[src/rtl/lcd_rx_pkg.sv]
// Shared types and constants for the LCD timing receiver and its statistics block.
package lcd_rx_pkg;

   typedef enum logic [1:0] {
      SEARCH = 2'd0,
      CHECK  = 2'd1,
      LOCKED = 2'd2
   } rx_state_t;

   localparam int DEF_H_ACT = 800;
   localparam int DEF_V_ACT = 480;

   localparam int               CNT_W   = 11;
   localparam logic [CNT_W-1:0] CNT_SAT = 11'd2047;

endpackage

[src/rtl/lcd_rx_stats.sv]
// Line/frame period measurement: ticks between HSFs and HSF count between VSFs.
// Built only when LCD_RX_STATS_EN is defined.
module lcd_rx_stats
   import lcd_rx_pkg::*;
(
   input  logic             clock,
   input  logic             reset_n,
   input  logic             tick,
   input  logic             hsf,
   input  logic             vsf,
   output logic [CNT_W-1:0] meas_h_total,
   output logic [CNT_W-1:0] meas_v_total
);

   logic [CNT_W-1:0] h_cnt;
   logic [CNT_W-1:0] v_cnt;
   logic             h_seen;
   logic             v_seen;

   function automatic logic [CNT_W-1:0] sat_inc(input logic [CNT_W-1:0] v);
      return (v == CNT_SAT) ? v : v + 1'b1;
   endfunction

   // The first period after reset starts mid-stream, so it is never published.
   always_ff @(posedge clock or negedge reset_n) begin
      if (!reset_n) begin
         h_cnt        <= '0;
         v_cnt        <= '0;
         h_seen       <= 1'b0;
         v_seen       <= 1'b0;
         meas_h_total <= '0;
         meas_v_total <= '0;
      end else if (tick) begin
         if (hsf) begin
            if (h_seen) meas_h_total <= h_cnt;
            h_seen <= 1'b1;
            h_cnt  <= 11'd1;
         end else begin
            h_cnt <= sat_inc(h_cnt);
         end

         // An HSF coincident with the VSF belongs to the new frame.
         if (vsf) begin
            if (v_seen) meas_v_total <= v_cnt;
            v_seen <= 1'b1;
            v_cnt  <= hsf ? 11'd1 : 11'd0;
         end else if (hsf) begin
            v_cnt <= sat_inc(v_cnt);
         end
      end
   end

endmodule

[src/rtl/lcd_timing_receiver.sv]
// Parallel TFT sink: recovers pixel coordinates, verifies geometry, forwards pixels while locked.
// Optional period statistics are built when LCD_RX_STATS_EN is defined.
module lcd_timing_receiver
   import lcd_rx_pkg::*;
#(
   parameter int H_ACT         = DEF_H_ACT,
   parameter int V_ACT         = DEF_V_ACT,
   parameter int FRAME_TIMEOUT = 1048575
) (
   input  logic             clock,
   input  logic             reset_n,
   input  logic             tick,
   input  logic             hs_n,
   input  logic             vs_n,
   input  logic             data_enable,
   input  logic [23:0]      pixel,
   output logic             locked,
   output logic             frame_start,
   output logic [7:0]       error_count,
   output logic             px_valid,
   output logic [9:0]       px_x,
   output logic [9:0]       px_y,
   output logic [23:0]      px_data,
   output logic [CNT_W-1:0] meas_h_total,
   output logic [CNT_W-1:0] meas_v_total
);

   localparam logic [CNT_W-1:0] H_ACT_W  = H_ACT[CNT_W-1:0];
   localparam logic [CNT_W-1:0] V_ACT_W  = V_ACT[CNT_W-1:0];
   localparam logic [CNT_W-1:0] V_ACT_P1 = V_ACT_W + 1'b1;
   localparam logic [19:0]      TO_W     = FRAME_TIMEOUT[19:0];

   rx_state_t        state;
   rx_state_t        state_nxt;
   logic             hs_q;
   logic             vs_q;
   logic             de_q;
   logic [CNT_W-1:0] x_cnt;
   logic [CNT_W-1:0] y_cnt;
   logic [CNT_W-1:0] x_cur;
   logic [CNT_W-1:0] y_inc;
   logic [CNT_W-1:0] y_eff;
   logic             line_bad;
   logic [19:0]      to_cnt;
   logic [19:0]      to_inc;
   logic             vsf;
   logic             hsf;
   logic             der;
   logic             def;
   logic             len_bad;
   logic             y_over;
   logic             timeout;
   logic             frame_good;
   logic             lose;
   logic             err_inc;
   logic             fwd;
   logic             fs_nxt;

   function automatic logic [CNT_W-1:0] sat_inc(input logic [CNT_W-1:0] v);
      return (v == CNT_SAT) ? v : v + 1'b1;
   endfunction

   function automatic logic [7:0] sat_inc8(input logic [7:0] v);
      return (v == 8'hFF) ? v : v + 8'd1;
   endfunction

   // Event decode and geometry checks on the current tick
   always_comb begin
      vsf     = tick & vs_q & ~vs_n;
      hsf     = tick & hs_q & ~hs_n;
      der     = tick & ~de_q & data_enable;
      def     = tick & de_q & ~data_enable;
      x_cur   = der ? '0 : x_cnt;
      y_inc   = sat_inc(y_cnt);
      // The frame check sees a DEF landing on the same tick as the VSF.
      y_eff   = def ? y_inc : y_cnt;
      len_bad = def & (x_cnt != H_ACT_W);
      y_over  = def & (y_inc == V_ACT_P1);
      frame_good = (y_eff == V_ACT_W) & ~line_bad & ~len_bad;
      to_inc  = to_cnt + 20'd1;
      timeout = tick & ~vsf & (to_inc == TO_W);
   end

   always_comb begin
      state_nxt = state;
      err_inc   = 1'b0;
      lose      = 1'b0;
      unique case (state)
         SEARCH: begin
            if (timeout) err_inc = 1'b1;
            else if (vsf) state_nxt = CHECK;
         end
         CHECK: begin
            if (timeout) begin
               err_inc   = 1'b1;
               state_nxt = SEARCH;
            end else if (vsf) begin
               state_nxt = frame_good ? LOCKED : CHECK;
            end
         end
         LOCKED: begin
            if (len_bad | y_over | (vsf & (y_eff != V_ACT_W)) | timeout) begin
               lose      = 1'b1;
               err_inc   = 1'b1;
               state_nxt = SEARCH;
            end
         end
         default: state_nxt = SEARCH;
      endcase
   end

   // Lines beyond V_ACT are never forwarded, even before the overrun is detected.
   always_comb begin
      fwd    = tick & data_enable & (state == LOCKED) & ~lose
               & (x_cur < H_ACT_W) & (y_cnt < V_ACT_W);
      fs_nxt = vsf & (state == LOCKED) & (state_nxt == LOCKED);
   end

   // Control state: sampled history, counters, FSM
   always_ff @(posedge clock or negedge reset_n) begin
      if (!reset_n) begin
         state       <= SEARCH;
         hs_q        <= 1'b1;
         vs_q        <= 1'b1;
         de_q        <= 1'b0;
         x_cnt       <= '0;
         y_cnt       <= '0;
         line_bad    <= 1'b0;
         to_cnt      <= '0;
         error_count <= '0;
         locked      <= 1'b0;
      end else if (tick) begin
         hs_q  <= hs_n;
         vs_q  <= vs_n;
         de_q  <= data_enable;
         if (data_enable) x_cnt <= sat_inc(x_cur);
         if (vsf) y_cnt <= '0;
         else if (def) y_cnt <= y_inc;
         if (vsf) line_bad <= 1'b0;
         else if (len_bad) line_bad <= 1'b1;
         to_cnt <= (vsf | timeout) ? '0 : to_inc;
         state  <= state_nxt;
         locked <= (state_nxt == LOCKED);
         if (err_inc) error_count <= sat_inc8(error_count);
      end
   end

   // Output stage: strobes every clock, pixel fields only on forwarded ticks
   always_ff @(posedge clock or negedge reset_n) begin
      if (!reset_n) begin
         px_valid    <= 1'b0;
         frame_start <= 1'b0;
         px_x        <= '0;
         px_y        <= '0;
         px_data     <= '0;
      end else begin
         px_valid    <= fwd;
         frame_start <= fs_nxt;
         if (fwd) begin
            px_x    <= x_cur[9:0];
            px_y    <= y_cnt[9:0];
            px_data <= pixel;
         end
      end
   end

`ifdef LCD_RX_STATS_EN
   lcd_rx_stats u_stats (
      .clock        (clock),
      .reset_n      (reset_n),
      .tick         (tick),
      .hsf          (hsf),
      .vsf          (vsf),
      .meas_h_total (meas_h_total),
      .meas_v_total (meas_v_total)
   );
`else
   logic stats_unused;
   assign stats_unused = hsf;
   assign meas_h_total = '0;
   assign meas_v_total = '0;
`endif

endmodule
[config.mk]
export PLATFORM = sky130hd
export DESIGN_NAME = lcd_timing_receiver
export DESIGN_NICKNAME = d
export VERILOG_FILES = /design/src/rtl/lcd_rx_pkg.sv /design/src/rtl/lcd_rx_stats.sv /design/src/rtl/lcd_timing_receiver.sv
export SDC_FILE = /design/constraint.sdc
export NUM_CORES = 1
export LEC_CHECK = 0
export CORE_MARGIN = 10
export CORE_UTILIZATION = 40
export CTS_BUF_LIST = sky130_fd_sc_hd__clkbuf_16
export DETAILED_ROUTE_END_ITERATION = 12
export SLEW_MARGIN = 20
export SYNTH_ARGS = -nofsm -noshare
export SYNTH_HDL_FRONTEND = slang
export SYNTH_SLANG_ARGS = --single-unit
[constraint.sdc]
create_clock -name clock -period 4.4 [get_ports clock]
set_input_delay 0.66 -clock clock [delete_from_list [all_inputs] [get_ports clock]]
set_output_delay 0.66 -clock clock [all_outputs]
set_load 0.005 [all_outputs]
==> results.cfg, run 1 <==
[route]
drtIter0Drc = 373
totalWireLength_mm = 14.0
dr.pass1.iters = 4
num_vias = 4502
viasPerCell = 5.52
post_drt_wl_per_cell_um = 17.2
route.detailed.drc = 0
ant_nets = 0

[setup_path]
criticalPathCategory = reg2reg
reg2reg_slack_ns = 0.65
r2r-start = y_cnt[0]
cp_data_required_time_ns = 4.63
end_kind = register
r2r_end = error_count[1]
ff2ff_path_depth = 9
cp-start-kind = register
path_max_fanout = 9
critical_path_arrival_ns = 3.98

[global_routing]
grt_max_degree = 70
grtUsageTotal_pct = 14.5
grt-ovfl-total = 0
grt_antenna_before_repair = 0
grt_first_pass_wirelength_mm = 23.7
grt_pass1_vias = 4622

[final_layout]
area.growth.synth_to_final_pct = 20.2
num-fill-cells = 1295
final_cell_mix = dfrtp_1, clkdlybuf4s50_1, mux2_2, nand2_1, o21ai_0
antenna_cells = 0
finalNetCount = 665
utilization_pct = 49.4
drive_gt1_share_pct = 13.9
final_common_cell = dfrtp_1

[timing]
hold_viol = 0
worst_pin_slew_ns = 1.02
rsz0062_at_grt = false
setup_tns_ns = 0
drv_slew = 0
setup_viol = 0
timing.hold.ws_ns = 0.420
maxSlewHeadroom_pct = 30.5
period_minus_slack_ns = 3.75
fmax_ghz = 0.267
skew_ns = 0.0108
fin_ws_ns = 0.651
period_share_pct = 85.2

[cts]
htreeDepth = 3
worstSkewPairLatency_ns = 0.35
cts.hold.buffers_added = 0
cts_setup_buffers = 0
clock-sinks = 102
cts-buffers-inserted = 9
cts_resized = 0
cts_tree = yes
cts_root_buf = clkbuf_16
cts.path.max_buffers = 2
path_clk_slew_ns = 0.07

[die]
core-area_um2 = 13900
die_area_um2 = 19500
rows = 43
initial_utilization_pct = 41.1
fp.dieW_um = 140
die_h_um = 140
ios = 107

[placed_design]
place.detailed.hpwl_mm = 10.2
port_buffers = 83
pre_cts_slack_ns = 0.384
place.gp.congestion = 0.895

[logic_synthesis]
ys_seq_area_share_pct = 44.6
syn_area_um2 = 5730
postSynthCellCount = 557
synth_top_area_share_pct = 44.1
synth_seq_cells = 102
yosys_most_used_dff = dfrtp_1
syn_area_per_cell_um2 = 10.3
synth_edf_count = 0
synth_area_leaders = dfrtp_1, mux2_2, buf_4
ys_types = 76
ys_warn_count = 0
async_flop_share_pct = 100
yosysTopAreaCell = dfrtp_1

[run]
cap_viol_max_count = 0

[power_and_ir_drop]
peakVddDrop_v = 0.000169
p_total_mw = 2.29
p_leak_nw = 2.86
p_per_area_nw_per_um2 = 333

[run_status]
status = finished clean

[hold_path]
hp-class = in2async
[worst max path at each step]
stage / cells past startpoint / endpoint / start
2_1_floorplan: 13 / px_x[4] / y_cnt[0]
3_3_place_gp: 9 / px_data[16] / tick
3_5_place_dp: 9 / px_data[10] / tick
4_1_cts: 9 / px_data[10] / tick
5_1_grt: 9 / error_count[1] / y_cnt[0]
6_report: 9 / error_count[1] / y_cnt[0]
[layer usage]
layer / vias to the layer above / track usage (%) / part of all wire (%) / routed length, µm
li1: 2137 / - / - / -
met1: 2210 / 17.7 / 45 / 6300
met2: 137 / 21.4 / 43 / 5990
met3: 18 / 7.28 / 11 / 1490
met4: 0 / 5.71 / 1.7 / 235
met5: - / 0 / 0 / 0
[final cells by class]
type / instances / area [µm²] / area share, %
Inverter: 16 / 65.1 / 0.944
Multi-Input combinational cell: 411 / 2840 / 41.3
Clock inverter: 7 / 96.3 / 1.40
Tap cell: 180 / 225 / 3.27
Clock buffer: 9 / 225 / 3.27
Sequential cell: 102 / 2550 / 37.1
Timing Repair Buffer: 90 / 881 / 12.8
[registers in the layout (all words and copies together) (netlist names), 2 cells and up]
signal,flops
error_count,8
px_data,24
px_x,10
px_y,10
state,2
to_cnt,20
x_cnt,11
y_cnt,11
[critical path: stages, from the launching register on]
cell,delay [ns]
dfrtp_1,0.53
ha_1,0.32
and4_1,0.33
nand2_1,0.15
or3_1,0.37
a2111oi_0,0.91
o21ai_0,0.18
o211ai_1,0.34
nand2_1,0.19
mux2_2,0.31
[per-stage QoR]
step,cell area (µm²),std cells
detailed placement,6570,799
floorplan,5810,578
global placement,6570,799
finish,6890,815
CTS,6890,815
global route,6890,815
[where the power goes]
part	internal (mW)	leakage, nW	switching, mW
sequential	1.01	1.39	0.0784
combinational	0.173	1.31	0.153
clock	0.502	0.159	0.377
total	1.68	2.86	0.608
[kinds of logic after synthesis]
| kind of cell | share of synthesized area, % |
|---|---|
| other | 0.0654 |
| and+or+nand+nor | 21.3 |
| DFF | 44.6 |
| buffers and inverters | 7.20 |
| muxes | 9.45 |
| AOI/OAI and AO/OA | 13.5 |
| adders and majority gates | 1.09 |
| xor gates and xnor gates | 2.75 |
[Yosys cell counts (all sizes together) (4+ instances only)]
| cell type | instances |
|---|---|
| a21oi | 13 |
| nand2b | 9 |
| o2bb2ai | 4 |
| nand3b | 6 |
| o22ai | 6 |
| clkbuf | 12 |
| or3 | 12 |
| buf | 37 |
| nor2 | 31 |
| and3 | 9 |
| nor2b | 11 |
| xnor2 | 15 |
| mux2 | 43 |
| o31ai | 11 |
| dfrtp | 101 |
| and4 | 6 |
| o22a | 4 |
| o21a | 8 |
| nor3b | 5 |
| o21ai | 39 |
| o211ai | 4 |
| ha | 5 |
| nand3 | 20 |
| nor3 | 23 |
| nand2 | 37 |
| inv | 16 |
| and2 | 7 |
| nand4 | 15 |
No activity file was read; power rests on OpenSTA's default activity.
==> run 2, diff against run 1 <==
--- a/config.mk
+++ b/config.mk
@@ -9,6 +9,7 @@
 export CORE_UTILIZATION = 40
 export CTS_BUF_LIST = sky130_fd_sc_hd__clkbuf_16
 export DETAILED_ROUTE_END_ITERATION = 12
+export SKIP_CTS_REPAIR_TIMING = 1
 export SLEW_MARGIN = 20
 export SYNTH_ARGS = -nofsm -noshare
 export SYNTH_HDL_FRONTEND = slang
==> results of run 2 <==
No change in the layout: final DEF, timing and power equal those of run 1.
